[src/rtl/bnn_fc_classifier_pkg.sv]
// Shared BNN definitions: convolution-stage widths, FC classifier widths and FC FSM state encoding.
package bnn_fc_classifier_pkg;

    // Convolution stage geometry feeding the concatenator
    localparam int CONV_KS   = 3;
    localparam int CONV_CH   = 1;
    localparam int CONV_MAPS = 2;
    localparam int CONV_OUTW = 77;

    // Fully-connected classifier defaults; feature width is CONV_MAPS * CONV_OUTW
    localparam int IL_DEF = CONV_MAPS * CONV_OUTW;
    localparam int NC_DEF = 10;
    localparam int PL_DEF = 8;
    localparam int CL_DEF = 4;

    typedef enum logic [1:0] {
        IDLE  = 2'd0,
        RUN   = 2'd1,
        DRAIN = 2'd2,
        DONE  = 2'd3
    } fcState_t;

endpackage

[src/rtl/bnn_fc_classifier_popcount.sv]
// Combinational XNOR-popcount: number of agreeing bit positions between two binary vectors.
module bnn_popcount #(
    parameter int IL = 154,
    parameter int PL = 8
) (
    input  logic [IL-1:0] iA,
    input  logic [IL-1:0] iB,
    output logic [PL-1:0] oCount
);

    logic [IL-1:0] agree;
    logic [PL-1:0] count;

    // Linear sum is written for clarity; synthesis rebalances it into an adder tree
    always_comb begin
        agree = ~(iA ^ iB);
        count = '0;
        for (int i = 0; i < IL; i++) begin
            count = count + PL'(agree[i]);
        end
    end

    assign oCount = count;

endmodule

[src/rtl/bnn_fc_classifier.sv]
// BNN fully-connected output layer: streams NC weight rows from a synchronous ROM,
// scores each class by XNOR-popcount and reports the argmax (lowest index wins ties).
module bnn_fc_classifier
    import bnn_fc_classifier_pkg::*;
#(
    parameter int IL = IL_DEF,
    parameter int NC = NC_DEF,
    parameter int PL = PL_DEF,
    parameter int CL = CL_DEF
) (
    input  logic          iCLK,
    input  logic          iRST,
    input  logic          iSTART,
    input  logic [IL-1:0] iDATA,
    output logic [CL-1:0] oW_ADDR,
    input  logic [IL-1:0] iWEIGHT,
    output logic [CL-1:0] oCLASS,
    output logic [PL-1:0] oSCORE,
    output logic          oVALID,
    output logic          oBUSY,
    output logic [1:0]    oSTATE
);

    localparam logic [CL-1:0] LAST_CLASS = CL'(NC - 1);

    fcState_t      state;
    logic [CL-1:0] classCnt;
    logic [IL-1:0] featReg;
    logic [PL-1:0] bestScore;
    logic [CL-1:0] bestClass;
    logic          scoreValid;
    logic [CL-1:0] scoreClass;
    logic [PL-1:0] curScore;
    logic [PL-1:0] candScore;
    logic [CL-1:0] candClass;

    bnn_popcount #(
        .IL(IL),
        .PL(PL)
    ) uPopcount (
        .iA    (featReg),
        .iB    (iWEIGHT),
        .oCount(curScore)
    );

    // ROM data lags the address by one cycle, so scoreValid/scoreClass tag the row now on iWEIGHT
    always_comb begin
        candScore = bestScore;
        candClass = bestClass;
        if (scoreValid && ((scoreClass == '0) || (curScore > bestScore))) begin
            candScore = curScore;
            candClass = scoreClass;
        end
    end

    assign oW_ADDR = (state == RUN) ? classCnt : '0;
    assign oSTATE  = state;

    always_ff @(posedge iCLK or negedge iRST) begin
        if (!iRST) begin
            state      <= IDLE;
            classCnt   <= '0;
            featReg    <= '0;
            bestScore  <= '0;
            bestClass  <= '0;
            scoreValid <= 1'b0;
            scoreClass <= '0;
            oCLASS     <= '0;
            oSCORE     <= '0;
            oVALID     <= 1'b0;
            oBUSY      <= 1'b0;
        end else begin
            scoreValid <= (state == RUN);
            scoreClass <= classCnt;
            bestScore  <= candScore;
            bestClass  <= candClass;
            oVALID     <= 1'b0;
            case (state)
                IDLE, DONE: begin
                    if (iSTART) begin
                        featReg  <= iDATA;
                        classCnt <= '0;
                        oBUSY    <= 1'b1;
                        state    <= RUN;
                    end else begin
                        state <= IDLE;
                    end
                end
                RUN: begin
                    if (classCnt == LAST_CLASS) begin
                        classCnt <= '0;
                        state    <= DRAIN;
                    end else begin
                        classCnt <= classCnt + 1'b1;
                    end
                end
                DRAIN: begin
                    // Last class is scored this cycle, so publish the candidate, not the held best
                    oCLASS <= candClass;
                    oSCORE <= candScore;
                    oVALID <= 1'b1;
                    oBUSY  <= 1'b0;
                    state  <= DONE;
                end
                default: begin
                    state <= IDLE;
                end
            endcase
        end
    end

endmodule

[config.mk]
export PLATFORM = sky130hd
export DESIGN_NAME = bnn_fc_classifier
export DESIGN_NICKNAME = d
export VERILOG_FILES = /design/src/rtl/bnn_fc_classifier_pkg.sv /design/src/rtl/bnn_fc_classifier_popcount.sv /design/src/rtl/bnn_fc_classifier.sv
export SDC_FILE = /design/constraint.sdc
export NUM_CORES = 1
export LEC_CHECK = 0
export CORE_MARGIN = 4
export CORE_UTILIZATION = 50
export DETAILED_ROUTE_END_ITERATION = 6
export PLACE_DENSITY = 0.81
export SKIP_CTS_REPAIR_TIMING = 1
export SLEW_MARGIN = 30
export SYNTH_ARGS = -nofsm -noshare
export SYNTH_HDL_FRONTEND = slang
export SYNTH_HIERARCHICAL = 1
export SYNTH_SLANG_ARGS = --single-unit
[constraint.sdc]
create_clock -name iCLK -period 11.45 [get_ports iCLK]
set_input_delay 1.7175 -clock iCLK [delete_from_list [all_inputs] [get_ports iCLK]]
set_output_delay 1.7175 -clock iCLK [all_outputs]
set_load 0.02 [all_outputs]
==> impl_metrics.csv <==
group,metric,value,unit
run_status,outcome,"complete, no violations",
floorplanning,die_w,168.6,µm
logic_synthesis,synth_fa_ha_area_share,25.74,%
floorplanning,boundaryPins,331,
logic_synthesis,synth_most_common_cell,"dfrtp_1",
routing,ant_nets,0,
logic_synthesis,synth_top_family_by_area,"adder cells",
cts,cts.sinks,191,
logic_synthesis,synth_top_area_cell,"dfrtp_1",
worst_setup_path,start_kind,"input pin",
timing,hold_violations,0,
timing,maxSlewViolCount,0,
global_route,grt_overflow,0,
timing,setup_viol,0,
cts,cts-root-buf,"clkbuf_16",
logic_synthesis,synth_fp_nets,1489,
worst_setup_path,cp.arrival,11.20,ns
worst_setup_path,cp_common_cell,"fa_1",
floorplanning,fp.dieH,168.6,µm
floorplanning,die_area,28420,µm²
timing,slew_headroom,42.78,%
logic_synthesis,synth_area_per_cell,12.92,µm²
layout,fill_cells,1896,
worst_setup_path,end_kind,"flip-flop",
logic_synthesis,synth_ff_type,"dfrtp_1",
global_route,grt_first_pass_wirelength,49850,µm
global_route,grt_max_degree,84,
place,routabilityCongestion,0.8301,
logic_synthesis,synth_mux_area_share,15.03,%
logic_synthesis,syn_inst,998,
timing,setup-tns-final,0,ns
global_route,grt_pass1_vias,9636,
routing,drc,0,
cts,insertion_delay,0.42,ns
place,io_buffers,330,
logic_synthesis,ys_seq_area_share,37.07,%
logic_synthesis,async_flop_share,100.0,%
layout,seqCellArea,4780,µm²
layout,drive_gt1_share,4.996,%
timing,fin_crit_sh,95.19,%
layout,finalNonFillerCells,1675,
timing,skew,0.01609,ns
worst_setup_path,cp_max_fo,12,
timing,grt_setup_unrepaired,"false",
logic_synthesis,synth_common_cells,"dfrtp_1 (191), mux2_1 (151), inv_1 (150)",
place,dpl.hpwl,25090,µm
layout,nets,1819,
floorplanning,initial_utilization,51.06,%
logic_synthesis,synth_enable_flop_cells,0,
routing,vias,8409,
routing,drt_iter0_markers,380,
routing,via_per_inst,5.020,
global_route,antenna_found_initial,4,
floorplanning,core,25250,µm²
worst_setup_path,cp.required,11.75,ns
cts,cts_made_buffers,17,
timing,worst_slew_pin_slew,0.8582,ns
timing,layout_setup_ws,0.5507,ns
logic_synthesis,yosys_warnings,6,
logic_synthesis,yosys-top-cells-area,"dfrtp_1 (37%), fa_1 (22%), mux2_1 (13%)",
logic_synthesis,synth-xor-area-share,10.66,%
logic_synthesis,synth_seq_cells,191,
cts,cts-htree-levels,4,
cts,cts_tree,"built",
place,place_ws,0.1428,ns
worst_setup_path,max_stage_delay,0.70,ns
timing,max_freq,91.75,MHz
hold_path,hold_class,"reg2reg",
routing,routed_wl,30970,µm
routing,drt_first_pass_iters,4,
cts,cts_buffer_depth,2,
worst_setup_path,path_class,"in2reg",
logic_synthesis,synth-simple-area-share,2.892,%
worst_setup_path,cpMaxStageDelayCell,"o21ai_2",
global_route,grt_usage,22.50,%
timing,min_period,10.90,ns
routing,wire_per_inst,18.49,µm
worst_setup_path,path_buf_inv,7,
cts,cts.clk_slew.worst_paths,0.08,ns
logic_synthesis,synth_cell_types,41,
layout,syn2layout_area_growth,33.58,%
place,dp_cells,1638,
layout,multi_input_area,7432,µm²
worst_setup_path,cpLargestDelayFamily,"adder cells",
logic_synthesis,synth-compound-area-share,3.193,%
job,cap_violations,0,
floorplanning,fp-row-count,58,
logic_synthesis,syn_area,12890,µm²
logic_synthesis,synth_top_cell_area_share,37.07,%
## per-stage QoR
| stage | util, % | cell area (µm²) | hold slack, ns |
|---|---|---|---|
| finish | 68.20 | 17220 | 0.4740 |
| global route | 68.20 | 17220 | 0.5112 |
| CTS | 68.06 | 17190 | 0.4816 |
| detailed placement | 65.60 | 16570 | 0.4639 |
| global placement | 65.55 | 16550 | 0.4547 |
| floorplan | - | 12890 | 0.4154 |
## sequential cells by signal (all words and copies together), names as in the netlist
name / flops
featReg: 154
bestScore: 8
oSCORE: 8
bestClass: 4
classCnt: 4
oCLASS: 4
scoreClass: 4
oSTATE: 2
oBUSY: 1
oVALID: 1
scoreValid: 1
## layout by cell type (no fill, tap or decap), drive strengths merged
cell type        n
mux2i            2
diode            4
fa             142
o31ai            2
o2111ai         12
a21oi            9
nor2b           14
mux2           167
a31oi           14
ha              38
xnor2           48
clkinv           6
nor3             1
clkbuf          20
nor2             5
and2             4
inv            156
nor4             2
o21a             3
a21o             2
o211ai           1
bufinv           1
a311o            1
o21ai           10
nor3b            1
dfrtp          191
o21bai           1
nand4           14
o31a             2
xor2           109
a211oi           1
buf             10
clkdlybuf4s50  329
nand2            8
nand2b           1
nand3           14
## path summary, 6_finish.rpt
path | start | endpoint | slack (ns) | cells after the start
setup / recovery | iWEIGHT[149] | bestClass[3]$_DFF_PN0_ | 0.55 | 29
hold / removal | classCnt[1]$_DFFE_PN0P_ | scoreClass[1]$_DFF_PN0_ | 0.47 | 0
setup reg to reg | featReg[151]$_DFFE_PN0P_ | bestClass[3]$_DFF_PN0_ | 1.92 | 28
hold reg to reg | classCnt[1]$_DFFE_PN0P_ | scoreClass[1]$_DFF_PN0_ | 0.47 | 0
max in group asynchronous | iRST | featReg[57]$_DFFE_PN0P_ | 9.12 | 3
min in group asynchronous | iRST | featReg[129]$_DFFE_PN0P_ | 1.25 | 1
## area by class of cell
cell class	instances	share of cell area [%]
inverter	150	3.269
timing repair buffer	340	19.75
tap	330	2.397
multi-input combinational	628	43.15
sequential	191	27.75
clock inverter	13	0.9880
antenna	4	0.05812
clock buffer	19	2.630
## cell families (layout without fill, tap and decap cells)
family / after synthesis / count (layout)
flip-flops: 191 / 191
adder cells (fa/ha/maj): 180 / 180
buffers and inverters: 179 / 522
multiplexers: 169 / 169
XOR/XNOR: 157 / 157
AND/OR/NAND/NOR: 64 / 64
AO/OA/AOI/OAI: 58 / 58
other: 0 / 4
## metal layers
| layer | share of wire, % | wire (µm) | global-route usage (%) |
|---|---|---|---|
| met5 | 0 | 0 | 0 |
| met4 | 2.5 | 766 | 7.728 |
| met3 | 6.9 | 2131 | 5.745 |
| met2 | 52 | 16030 | 39.45 |
| met1 | 39 | 12030 | 27.14 |
Power is not shown: default switching activity piles up to over one toggle a cycle in this logic, so the estimate is an artifact.
